<file path="src/rtl/servo_pwm.sv">
// Servo PWM generator: frame counter with pending/active position registers
// and a one-cycle end-of-frame strobe. Define SERVO_LIMITE_EN to clamp positions to POS_MAX.
module servo_pwm #(
  parameter int PERIODO     = 1000000,
  parameter int LARGURA_MIN = 50000,
  parameter int PASSO       = 7143,
  parameter int NPOS        = 3,
  parameter int POS_MAX     = 7
) (
  input  logic            clock,
  input  logic            zera_as_n,
  input  logic            liga,
  input  logic            carrega,
  input  logic [NPOS-1:0] posicao,
  output logic            pwm,
  output logic            fim_periodo,
  output logic [NPOS-1:0] posicao_atual
);

  localparam int     CW        = $clog2(PERIODO);
  localparam longint LARG_MAX  = longint'(LARGURA_MIN) + longint'((1 << NPOS) - 1) * longint'(PASSO);
  localparam int     WW        = $clog2(LARG_MAX + 1);
  localparam int     MW        = (WW > CW) ? WW : CW;
  localparam logic [CW-1:0] CNT_ULT = CW'(PERIODO - 1);

  function automatic logic [NPOS-1:0] limita_pos(input logic [NPOS-1:0] p);
`ifdef SERVO_LIMITE_EN
    return (int'(p) > POS_MAX) ? NPOS'(POS_MAX) : p;
`else
    return p;
`endif
  endfunction

  logic [CW-1:0]   cnt_q, cnt_d;
  logic            rodando_q, rodando_d;
  logic [NPOS-1:0] pendente_q, pendente_d;
  logic [NPOS-1:0] ativo_q, ativo_d;
  logic            pwm_q, pwm_d;
  logic            fim_q, fim_d;
  logic [NPOS-1:0] pos_in;
  logic            fronteira;
  logic [MW-1:0]   largura_d;

  always_comb begin
    pos_in     = limita_pos(posicao);
    pendente_d = carrega ? pos_in : pendente_q;
    rodando_d  = liga;
    cnt_d      = '0;
    // Restarting after liga=0 counts as a frame boundary, so active is refreshed then too
    fronteira  = !liga || !rodando_q || (cnt_q == CNT_ULT);
    ativo_d    = fronteira ? pendente_d : ativo_q;

    if (liga && rodando_q && (cnt_q != CNT_ULT)) begin
      cnt_d = cnt_q + CW'(1);
    end

    // Outputs are registered from next-state values so they line up with cnt_q
    largura_d = MW'(LARGURA_MIN) + MW'(ativo_d) * MW'(PASSO);
    pwm_d     = liga && (MW'(cnt_d) < largura_d);
    fim_d     = liga && (cnt_d == CNT_ULT);
  end

  always_ff @(posedge clock or negedge zera_as_n) begin
    if (!zera_as_n) begin
      cnt_q      <= '0;
      rodando_q  <= 1'b0;
      pendente_q <= '0;
      ativo_q    <= '0;
      pwm_q      <= 1'b0;
      fim_q      <= 1'b0;
    end else begin
      cnt_q      <= cnt_d;
      rodando_q  <= rodando_d;
      pendente_q <= pendente_d;
      ativo_q    <= ativo_d;
      pwm_q      <= pwm_d;
      fim_q      <= fim_d;
    end
  end

  assign pwm           = pwm_q;
  assign fim_periodo   = fim_q;
  assign posicao_atual = ativo_q;

endmodule

</file>
<file path="config.mk">
export PLATFORM = sky130hd
export DESIGN_NAME = servo_pwm
export DESIGN_NICKNAME = d
export VERILOG_FILES = /design/src/rtl/servo_pwm.sv
export SDC_FILE = /design/constraint.sdc
export NUM_CORES = 1
export LEC_CHECK = 0
export BUFFER_PORTS_ARGS = -buffer_cell sky130_fd_sc_hd__buf_2
export CORE_MARGIN = 3
export CORE_UTILIZATION = 63
export DETAILED_ROUTE_END_ITERATION = 7
export MAX_ROUTING_LAYER = met4
export PLACE_DENSITY = 0.81
export RECOVER_POWER = 100
export SYNTH_ARGS = -nofsm -noshare
export SYNTH_HDL_FRONTEND = slang
export SYNTH_SLANG_ARGS = --single-unit
export TNS_END_PERCENT = 20
</file>
<file path="constraint.sdc">
create_clock -name clock -period 6.6 [get_ports clock]
set_input_delay 0.33 -clock clock [delete_from_list [all_inputs] [get_ports clock]]
set_output_delay 0.33 -clock clock [all_outputs]
set_load 0.02 [all_outputs]
</file>
* Word-level counts from Yosys, hierarchy flattened
Cells that the tools add are included.
** Operators by class
- Add/sub/neg operators :: 2
- $mul :: 1
- $lt $le $gt $ge :: 1
- Equality and inequality tests :: 3
- Muxes and demuxes :: 3
- Reduce and logical (&&, ||, !) cells :: 8
** Operator list (number)
- equality test 20 bit, second input constant :: 2
- adder 20 x 1 -> 20 bit, second input constant :: 1
- < comparator 20 x 17 -> 1 bit :: 1
- 2-to-1 mux 20 bit :: 1
- != test 20 bit, second input constant :: 1
- adder 16 x 16 -> 17 bit, first input constant :: 1
- multiplier 3 x 13 -> 16 bit, second input constant :: 1
- 2-to-1 mux 3 bit :: 2
- logical AND 1 bit :: 4
- logical NOT 1 bit :: 2
- logical OR 1 bit :: 2
** Storage, ports and cells
- Bits in registers :: 29
- Bits of input ports :: 7
- Output and inout bits :: 5
- Word-level logic and storage cells :: 24

* Depth between registers and ports, before layout
- Depth after elaboration :: 8
- Mapped depth :: 24
- Depth with buffers taken out :: 23

* Least setup slack after synthesis
OpenSTA, ideal clock, no wires.
- Path kind :: reg-to-reg
- Start :: register cnt_q[0]
- End :: register pwm_q, in the netlist pwm
- Arrival :: 5.119 ns
- Path slack :: 1.387 ns
- Stages on the path, launching flop included :: 24
- Buffers on the path :: 1
- Period minus slack after synthesis :: 5.213 ns
- Cells stage by stage :: dfrtp_1 ha_1 nand2_1 nor2_1 a21o_1 buf_2 o21ai_0 inv_1 ha_1 ha_1 ha_1 fa_1 a221o_1 nand2_1 o211ai_1 a41oi_1 xor2_1 ha_1 a21o_1 a21oi_1 nor2b_1 o21ai_0 o2111ai_1 a211oi_1
** Between the ends
- Cells in the longest elaborated chain, start to end :: 7
- Elaborated cells on any way between the ends :: 11
- Classes of those cells :: add/sub: 2; mul: 1; order compare: 1; eq/ne: 2; mux: 2; reduce/logical: 3
** Ends and longest elaborated chain
- from (decl) :: RTL line 34 : logic [CW-1:0] cnt_q, cnt_d;
- from (signal assigned) :: RTL line 72 : cnt_q <= cnt_d;
- equality test 20 bit :: RTL line 50 : fronteira = !liga || !rodando_q || (cnt_q == CNT_ULT);
- logical OR 1 bit :: RTL line 50
- 2-to-1 mux 3 bit :: RTL line 51 : ativo_d = fronteira ? pendente_d : ativo_q;
- via ativo_d[0] :: RTL line 37 : logic [NPOS-1:0] ativo_q, ativo_d;
- multiplier 3 x 13 -> 16 bit :: RTL line 58 : largura_d = MW'(LARGURA_MIN) + MW'(ativo_d) * MW'(PASSO);
- adder 16 x 16 -> 17 bit :: RTL line 58
- < comparator 20 x 17 -> 1 bit :: RTL line 59 : pwm_d = liga && (MW'(cnt_d) < largura_d);
- logical AND 1 bit :: RTL line 59
- via pwm_d :: RTL line 38 : logic pwm_q, pwm_d;
- to (signal assigned) :: RTL line 76 : pwm_q <= pwm_d;
- to (decl) :: RTL line 38
The timed path passes the listed nets, and every way through them passes these cells.

* Worst setup path in the final report
Ends and elaborated chain as after synthesis.

==> qor.csv <==
stage;metric;value;unit
outcome;outcome;finished with violations;
outcome;failing checks;max-capacitance violations, max-slew violations;
yosys;Post-Syn Instances;304;
cts;CTS max path bufs;2;
critical_path;Critical Path End Type;flip-flop;
yosys;largest family of logic cells by synthesized area;simple AND/OR/NAND/NOR gates;
yosys;simple-gate share of the synthesized area;22.4;%
critical_path;critical-path cell list;ha_1 > nand2_1 > nor2_1 > a21o_1 > o21ai_0 > inv_1 > ha_1 > ha_1 > ha_1 > fa_1 > a221o_1 > nand2_1 > o211ai_1 > a41oi_1 > xor2_1 > ha_1 > a21o_1 > a21oi_1 > nor2b_1 > o21ai_0 > o2111ai_1 > a211oi_1;
global_route;first-pass GRT wire length;11000;microns
die;Die ar.;5210;sq um
final_layout;FF/Latch Area;726;sq um
critical_path;crit-path max cell delay;840;ps
cts;depth of the CTS H-tree;2;
timing;slew margin rel.;-1.41;%
yosys;register area share after synthesis;26.3;%
yosys;mux contribution to synthesized area;1.95;%
yosys;Compound-Gate Fraction of Synth Area;15.4;%
yosys;Adder-Cell Fraction of Synth Area;21.5;%
pwr;leak pwr;1.36;nW
placement;dpl cell area;2840;sq um
placement;port bufs;11;
timing;endpoints failing setup;0;
routing;drt via density;6.38;
routing;DRT antenna net count;0;
die;Die Wd;72.2;microns
yosys;Yosys top cell by area;dfrtp_1;
routing;routed wire length;6600;microns
yosys;Post-synth EDFFs;0;
die;core region area;4120;sq um
cts;clock buffer count from CTS;5;
yosys;syn_area_per_cell;9.08;sq um
yosys;Synth Warn #;0;
timing;Fmax;171;MHz
cts;Clock Pin Slew Worst Setup and Hold Paths;60;ps
final_layout;nets;366;
timing;Hold Vio Cnt, Final;0;
routing;via count;2327;
yosys;most instantiated library cell after synthesis;ha_1;
global_route;GRT Total Usage;28.2;%
cts;CTS tree;yes;
yosys;#FFs+latches synth;29;
yosys;Syn Nets;356;
yosys;Post-synth top cells;ha_1, nor2_1, dfrtp_1;
final_layout;share of cells above drive strength 1;6.98;%
yosys;synth top area cells;dfrtp_1, ha_1, xor2_1, nor2_1, xnor2_1;
timing;min cycle time layout;5860;ps
cts;PostCTS Resize Cnt;0;
yosys;Post-synth ARST share;100;%
final_layout;Post-Layout Inst Area;2940;sq um
final_layout;area of the multi-input gates;1910;sq um
yosys;synthesized area;2760;sq um
global_route;largest net degree at the start of global routing;30;
timing;period utilization;88.8;%
global_route;GR Overflow Total;0;
critical_path;most used cell, CP;ha_1;
routing;wire length per cell;18.1;microns
placement;GP Congestion;0.962;
critical_path;Crit Path Max Fanout;8;
cts;Setup Fix Bufs, Post-CTS;0;
timing;RSZ-0062 raised after global routing;no;
final_layout;Area Growth Syn to Fin;6.39;%
die;Starting Density;67.1;%
global_route;vias in the first global route;2281;
critical_path;CP Launch Type;flip-flop;
cts;CTS Hold Bufs;0;
pwr;worst vdd ir;0.000156;V
yosys;unique cell type count in the Yosys netlist;59;
cts;clock latency on the worst-skew pair;280;ps
run;Max Cap Violations;1;
critical_path;Worst EP arrival;6050;ps
cts;root buf cell;clkbuf_8;
critical_path;Critical Path Slowest Stage Cell;o21ai_0;
critical_path;crit path kind;reg2reg;
pwr;PD cells;248;nW/um^2
routing;Initial DRT Pass Iterations;6;
timing;Final TNS setup;0;ps
yosys;share of the synthesized area in the top cell type;26.3;%
yosys;Main synth FF type;dfrtp_1;
timing;Setup Skew;5.69;ps
routing;Initial DRC Count;184;
timing;Slew @ Worst Pin;1520;ps
die;num rows;23;
min_path;Hold WC Path Type;in2reg;
final_layout;diodes inserted;0;
cts;CTS sink cnt;29;
routing;DRC Markers;0;
placement;DP Wirelength;5220;microns
critical_path;worst path required time;6790;ps
global_route;initial antenna violation count;0;
die;I/O Pins;12;
die;Die Ht;72.2;microns
yosys;Synth Area in XOR/XNOR;8.25;%
timing;max-slew violation count;30;
final_layout;fillers;328;
-- metrics by stage --
| stage | std cells | hold WS (ps) | power, mW | util [%] | setup slack, ps |
|---|---|---|---|---|---|
| after floorplan | 304 | 34.4 | 0.455 | - | 1390 |
| after global placement | 357 | 380 | 0.526 | 69.1 | 1080 |
| after detailed placement | 357 | 390 | 0.537 | 69.1 | 783 |
| after CTS | 365 | 87.3 | 0.730 | 71.9 | 761 |
| after global routing | 365 | 291 | 0.786 | 71.4 | 246 |
| final | 365 | 294 | 0.727 | 71.4 | 739 |
-- cells in the final DEF, fill, tap and decap left out, drive strengths merged, types with 3 or more instances in the layout --
master  Yosys  layout
nor2b       3       3
nand3      14      14
xnor2      12      12
mux2        3       3
nand4       8       8
nor2       33      33
o21ai       9       9
clkbuf      3      15
and3        5       5
ha         41      41
fa          4       4
a31oi       3       3
dfrtp      29      29
nor4        3       3
o211ai      3       3
a21oi      16      16
nor3        8       8
xor2       14      14
nand2      20      20
a211oi      3       3
a21o        8       8
buf         6       4
inv        20      20
-- layout make-up --
| type | instances | share of cell area [%] |
|---|---|---|
| tap | 50 | 2.13 |
| inverter | 20 | 2.56 |
| multi-input combinational | 246 | 64.9 |
| clock buffer | 7 | 2.94 |
| timing repair buffer | 12 | 1.70 |
| clock inverter | 1 | 1.02 |
| sequential | 29 | 24.7 |
-- registers in the layout, indices dropped and copies added, names as in the netlist --
signal and flops:
pendente_q 3, pwm 1, cnt_q 20, posicao_atual 3, fim_periodo 1, rodando_q 1
-- worst paths after layout --
| kind | startpoint | end | slack, ps | cells past startpoint |
|---|---|---|---|---|
| max | cnt_q[0]$_DFF_PN0_ | pwm$_DFF_PN0_ | 740 | 22 |
| min | liga | rodando_q$_DFF_PN0_ | 290 | 1 |
| max reg2reg | cnt_q[0]$_DFF_PN0_ | pwm$_DFF_PN0_ | 740 | 22 |
| min reg2reg | cnt_q[0]$_DFF_PN0_ | cnt_q[0]$_DFF_PN0_ | 520 | 1 |
| max in group asynchronous | zera_as_n | cnt_q[17]$_DFF_PN0_ | 5300 | 1 |
| min in group asynchronous | zera_as_n | cnt_q[2]$_DFF_PN0_ | 410 | 1 |
-- layer usage --
layer | wire (microns) | vias up | share of wire [%] | track usage [%]
met5 | 0 | - | 0 | -
met1 | 2910 | 1116 | 44 | 33.5
met3 | 229 | 21 | 3.5 | 4.16
met2 | 3260 | 75 | 49 | 46.4
met4 | 199 | 0 | 3.0 | 14.4
li1 | - | 1115 | - | -
-- logic make-up (layout without fill, tap and decap cells) --
| logic type | count (synthesis) | count (layout) |
|---|---|---|
| and+or+nand+nor | 111 | 111 |
| AOI/OAI and AO/OA | 59 | 59 |
| adders and majority gates | 45 | 45 |
| DFF | 29 | 29 |
| buffers and inverters | 29 | 40 |
| xor gates and xnor gates | 26 | 26 |
| muxes | 5 | 5 |
-- report_power, final --
group | leakage (nW) | internal [mW] | switching (mW) | total, mW
logic | 0.917 | 0.141 | 0.208 | 0.349
clock network | 0.0585 | 0.123 | 0.0685 | 0.191
registers | 0.386 | 0.183 | 0.00339 | 0.187
-- worst max-delay path, delay by kind of cell (launching register included) --
kind            cells  cell delay (ps)
fa+ha+maj           6             1750
simple gates        4              430
buf+inv             1              360
flops               1              420
compound gates     10             2620
xor+xnor            1              170
Note: power is estimated with default switching activity, not from simulation.
